File: src/rtl/if_fetch_queue.sv
// Pipelined instruction-fetch front end: issues up to MAX_OUTSTANDING
// inst SRAM requests, buffers responses in a FIFO, flushes on redirect.
module if_fetch_queue #(
  parameter logic [31:0] RESET_PC        = 32'hbfc00000,
  parameter int          QUEUE_DEPTH     = 4,
  parameter int          MAX_OUTSTANDING = 2
) (
  input  logic        clk,
  input  logic        reset,
  input  logic        redirect_valid,
  input  logic [31:0] redirect_pc,
  input  logic        ds_allowin,
  output logic        fs_to_ds_valid,
  output logic [31:0] fs_to_ds_pc,
  output logic [31:0] fs_to_ds_inst,
  output logic        fs_to_ds_adel,
  output logic        inst_sram_req,
  output logic        inst_sram_wr,
  output logic [1:0]  inst_sram_size,
  output logic [3:0]  inst_sram_wstrb,
  output logic [31:0] inst_sram_addr,
  output logic [31:0] inst_sram_wdata,
  input  logic        inst_sram_addr_ok,
  input  logic        inst_sram_data_ok,
  input  logic [31:0] inst_sram_rdata
);

  localparam int QW = (QUEUE_DEPTH > 1) ? $clog2(QUEUE_DEPTH) : 1;
  localparam int CW = $clog2(QUEUE_DEPTH + 1);
  localparam int PW = (MAX_OUTSTANDING > 1) ? $clog2(MAX_OUTSTANDING) : 1;
  localparam int OW = $clog2(MAX_OUTSTANDING + 1);

  logic [31:0]   r_fetch_pc;
  logic [31:0]   r_pcq [MAX_OUTSTANDING];
  logic [PW-1:0] r_pcq_wr;
  logic [PW-1:0] r_pcq_rd;
  logic [OW-1:0] r_outst;
  logic [OW-1:0] r_discard;
  logic [31:0]   r_q_pc   [QUEUE_DEPTH];
  logic [31:0]   r_q_inst [QUEUE_DEPTH];
  logic          r_q_adel [QUEUE_DEPTH];
  logic [QW-1:0] r_q_wr;
  logic [QW-1:0] r_q_rd;
  logic [CW-1:0] r_count;
  logic          r_halt;

  logic          w_misalign;
  logic [31:0]   w_used;
  logic          w_credit;
  logic          w_slot;
  logic          w_req;
  logic          w_issue;
  logic          w_resp;
  logic          w_live;
  logic          w_adel_push;
  logic          w_push;
  logic          w_valid;
  logic          w_pop;
  logic [31:0]   w_push_pc;
  logic [31:0]   w_push_inst;
  logic [PW-1:0] w_pcq_wr_nx;
  logic [PW-1:0] w_pcq_rd_nx;

  // stale requests still hold an outstanding slot but never a queue slot
  assign w_misalign  = r_fetch_pc[1:0] != 2'b00;
  assign w_used      = 32'(r_count) + 32'(r_outst) - 32'(r_discard);
  assign w_credit    = w_used < 32'(QUEUE_DEPTH);
  assign w_slot      = 32'(r_outst) < 32'(MAX_OUTSTANDING);
  assign w_req       = ~reset & ~redirect_valid & ~r_halt &
                       ~w_misalign & w_slot & w_credit;
  assign w_issue     = w_req & inst_sram_addr_ok;
  assign w_resp      = inst_sram_data_ok;
  assign w_live      = w_resp & (r_discard == '0) & ~redirect_valid;
  assign w_adel_push = w_misalign & ~r_halt & (r_outst == '0) &
                       (32'(r_count) < 32'(QUEUE_DEPTH)) &
                       ~redirect_valid & ~reset;
  assign w_push      = w_live | w_adel_push;
  assign w_valid     = (r_count != '0) & ~redirect_valid;
  assign w_pop       = w_valid & ds_allowin;
  assign w_push_pc   = w_adel_push ? r_fetch_pc : r_pcq[r_pcq_rd];
  assign w_push_inst = w_adel_push ? 32'h0 : inst_sram_rdata;

  assign w_pcq_wr_nx = (r_pcq_wr == PW'(MAX_OUTSTANDING - 1)) ?
                       '0 : r_pcq_wr + PW'(1);
  assign w_pcq_rd_nx = (r_pcq_rd == PW'(MAX_OUTSTANDING - 1)) ?
                       '0 : r_pcq_rd + PW'(1);

  assign fs_to_ds_valid  = w_valid;
  assign fs_to_ds_pc     = r_q_pc[r_q_rd];
  assign fs_to_ds_inst   = r_q_inst[r_q_rd];
  assign fs_to_ds_adel   = r_q_adel[r_q_rd];

  assign inst_sram_req   = w_req;
  assign inst_sram_wr    = 1'b0;
  assign inst_sram_size  = 2'h2;
  assign inst_sram_wstrb = 4'h0;
  assign inst_sram_addr  = r_fetch_pc;
  assign inst_sram_wdata = 32'h0;

  // fetch PC, halt flag and the in-flight bookkeeping
  always_ff @(posedge clk) begin
    if (reset) begin
      r_fetch_pc <= RESET_PC;
      r_halt     <= 1'b0;
      r_outst    <= '0;
      r_discard  <= '0;
      r_pcq_wr   <= '0;
      r_pcq_rd   <= '0;
      for (int i = 0; i < MAX_OUTSTANDING; i++) r_pcq[i] <= '0;
    end else begin
      r_outst <= r_outst + OW'(w_issue) - OW'(w_resp);
      if (w_issue) begin
        r_pcq[r_pcq_wr] <= r_fetch_pc;
        r_pcq_wr        <= w_pcq_wr_nx;
      end
      if (w_resp) r_pcq_rd <= w_pcq_rd_nx;
      if (redirect_valid) begin
        r_fetch_pc <= redirect_pc;
        r_halt     <= 1'b0;
        r_discard  <= r_outst - OW'(w_resp);
      end else begin
        if (w_issue) r_fetch_pc <= r_fetch_pc + 32'd4;
        if (w_adel_push) r_halt <= 1'b1;
        if (w_resp && r_discard != '0) r_discard <= r_discard - OW'(1);
      end
    end
  end

  // instruction queue: single-cycle flush on redirect
  always_ff @(posedge clk) begin
    if (reset) begin
      r_count <= '0;
      r_q_wr  <= '0;
      r_q_rd  <= '0;
      for (int i = 0; i < QUEUE_DEPTH; i++) begin
        r_q_pc[i]   <= '0;
        r_q_inst[i] <= '0;
        r_q_adel[i] <= 1'b0;
      end
    end else if (redirect_valid) begin
      r_count <= '0;
      r_q_wr  <= '0;
      r_q_rd  <= '0;
    end else begin
      r_count <= r_count + CW'(w_push) - CW'(w_pop);
      if (w_push) begin
        r_q_pc[r_q_wr]   <= w_push_pc;
        r_q_inst[r_q_wr] <= w_push_inst;
        r_q_adel[r_q_wr] <= w_adel_push;
        r_q_wr           <= r_q_wr + QW'(1);
      end
      if (w_pop) r_q_rd <= r_q_rd + QW'(1);
    end
  end

endmodule

File: config.mk
export PLATFORM = sky130hd
export DESIGN_NAME = if_fetch_queue
export DESIGN_NICKNAME = d
export VERILOG_FILES = /design/src/rtl/if_fetch_queue.sv
export SDC_FILE = /design/constraint.sdc
export NUM_CORES = 1
export LEC_CHECK = 0
export CELL_PAD_IN_SITES_DETAIL_PLACEMENT = 1
export CELL_PAD_IN_SITES_GLOBAL_PLACEMENT = 2
export CORE_MARGIN = 2
export CORE_UTILIZATION = 43
export CTS_BUF_LIST = sky130_fd_sc_hd__clkbuf_2 sky130_fd_sc_hd__clkbuf_4 sky130_fd_sc_hd__clkbuf_8
export DETAILED_ROUTE_END_ITERATION = 7
export GPL_TIMING_DRIVEN = 0
export PLACE_DENSITY = 0.91
export SLEW_MARGIN = 40
export SYNTH_ARGS = -nofsm -noshare
export SYNTH_HDL_FRONTEND = slang
export SYNTH_SLANG_ARGS = --single-unit
File: constraint.sdc
create_clock -name clk -period 14.8 [get_ports clk]
set_input_delay 2.22 -clock clk [delete_from_list [all_inputs] [get_ports clk]]
set_output_delay 2.22 -clock clk [all_outputs]
set_load 0.005 [all_outputs]
==> run metrics <==
outcome=complete, no violations; via count=11815; Setup WS post-layout=about 8300 ps; Fill cells=4044; register-to-register setup slack=~10000 ps; setup TNS=0 ps; post-synth cell types=65; Layout Skew=roughly 24 ps; clock latency at the later pin of the worst-skew pair=between 600 and 700 ps; clock slew seen by the registers of the worst setup and hold paths=60 ps; layout cells sized above 1=between 10% and 20%; final std cells w/o fill=2182; Vert. Die Dim=a little over 200 um; P&R area growth vs syn=23.42%; sequential power share=between 50 and 60%; CP endpoint kind=primary output; worst hold path class=flop to flop; Crit Path Category=input port to primary output; final setup fails=0; sw power=595.0 uW; Tightest Pin Transition=around 800 ps; Mean Syn Cell Area=~13 um^2; DR WL/cell=22.38 um; core area=0.03892 mm^2; initial antenna violation count=0; row count=72; Initial DRC Count=830; Clock Tree Root=clkbuf_8; minimum clock period=6509 ps; commonest non-fill, non-tap cells in the layout=324 x edfxtp_1, 191 x nor2_1, 167 x clkdlybuf4s50_1; largest net degree at the start of global routing=36; Detail Placement HPWL=34.40 mm; first-pass GRT wire length=74.82 mm; WHS=526.4 ps; Post-synth EDFFs=between 300 and 400; VDD IR-drop max=59.88 uV; Crit path arrival time=approximately 4300 ps; startpoint type of the worst setup path=input port; synth warn=0; chip width=about 200 um; CTS tree=built; WL final=48.83 mm; Final #Nets=1696; sw frac=24.66%; gr usage total=between 20% and 30%; Worst Path Max Fanout=10; CTS sink count=roughly 370; Fmax achieved=around 150 MHz; max cap viols=0; Final ANT Viol Nets=0; I/O pin total=roughly 210; hold violation count in the final report=0; Num CTS Buffers=60; Starting Density=43.79%; Gate Count Post-Synth=~1300; Required @ worst endpoint=approximately 13000 ps; Combinational Power Share=a little over a tenth; final number of max-transition violations=0; area of the die=~0.041 mm^2; number of post-CTS setup repair buffers=0; ys async rst share=0%; relative slew slack=roughly 47%; Synth Flop Type=edfxtp_1; placed cells=2069; First-pass DRT Iterations=5; clock share of power=between 30% and 40%; # DRC=0; Seq cells post-synth=roughly 370; setup slack at placement=between 8000 and 9000 ps; sequential share of the synthesized area=62.85%; Via density=~5.4; port bufs=around 170; GRT overflow=0; final worst path period share=43.98%; Cell Pwr Density=114.7 mW/mm^2; Bufs on Longest Clock Path=3; Syn Std Cell Area=0.01704 mm^2; post_cts resized=0; Max H-tree Level=2; ANT cells=0; vias in the first global route=between 10000 and 15000; leakage=around 0.0076 uW; commonest non-fill, non-tap cell in the layout=edfxtp_1; RSZ-0062 raised after global routing=false; internal power=1818 uW; hold_buf cts=0; GP Congestion=approximately 0.85
worst paths after layout:
path / endpoint / depth (start not counted) / startpoint
max: fs_to_ds_valid / 5 / redirect_valid
min: r_halt / 2 / r_halt
max reg2reg: r_pcq[1][15] / 13 / r_outst[1]
min reg2reg: r_halt / 2 / r_halt
area by class of cell:
cell class,count,area [um^2],area share [%]
flip-flops and latches,373,10710,50.92
multi-input cells,835,5739,27.29
repair buffers,178,1867,8.876
clock buffers,83,1017,4.836
plain buffers,138,713.2,3.391
well taps,518,648.1,3.081
clock inverters,30,236.5,1.124
inverters,27,101.3,0.4819
cell usage after synthesis, drive strengths merged (7+ instances only):
library cell	number	area, um^2
edfxtp	324	9729
nor2	231	964.7
nand2	105	394.1
nor3	93	465.5
clkbuf	73	274.0
buf	65	431.7
mux4	65	1464
mux2i	50	500.5
dfxtp	49	980.9
and2	43	269.0
o21ai	42	210.2
inv	27	101.3
nand3	18	90.09
nand4	12	75.07
ha	11	137.6
xnor2	11	96.34
a21oi	10	53.80
nor4	8	50.05
or4	8	60.06
or3	7	48.80
worst max-delay path, cell delays in order:
cell             delay (ps)
clkdlybuf4s50_1         540
clkbuf_1                500
clkbuf_1                470
nor2_1                  100
clkdlybuf4s50_1         460
routing by layer:
metal,track usage (%),part of all wire [%],routed length [um],vias to the layer above
li1,-,-,-,5378
met2,41.66,51,24670,430
met5,0,0,0,-
met3,3.339,5.8,2853,92
met4,7.742,2.4,1161,0
met1,30.73,41,20140,5915
flip-flops by register name, indices dropped and copies added, names as in the netlist, named ones only:
register,count
r_q_inst,128
r_q_pc,128
r_pcq,64
inst_sram_addr,32
r_q_adel,4
r_count,3
r_discard,2
r_outst,2
r_q_rd,2
r_q_wr,2
r_halt,1
r_pcq_rd,1
r_pcq_wr,1
power groups by stage:
stage	combinational (uW)	sequential, uW	clock [uW]
floorplan	139	1230	0
global placement	242	1240	0
detailed placement	257	1240	0
CTS	259	1220	946
global route	281	1230	989
finish	258	1220	933
kinds of logic (layout without fill, tap and decap cells):
logic type	count (synthesis)	after routing	share of synthesized area, %
AO/OA/AOI/OAI	108	108	4.171
XOR/XNOR	12	12	0.6167
adder cells (fa/ha/maj)	13	13	1.043
buffers and inverters	165	456	4.736
flip-flops	373	373	62.85
multiplexers	116	116	11.59
other	2	43	0.04407
AND/OR/NAND/NOR	543	543	14.95
through the flow:
stage	total power, uW	instance area, um^2	utilization [%]
2_1_floorplan	1373	17200	-
3_3_place_gp	1486	19520	50.14
3_5_place_dp	1501	19780	50.82
4_1_cts	2427	21030	54.04
5_1_grt	2496	21030	54.04
6_report	2413	21030	54.04
Power figures use the tool's default switching activity.
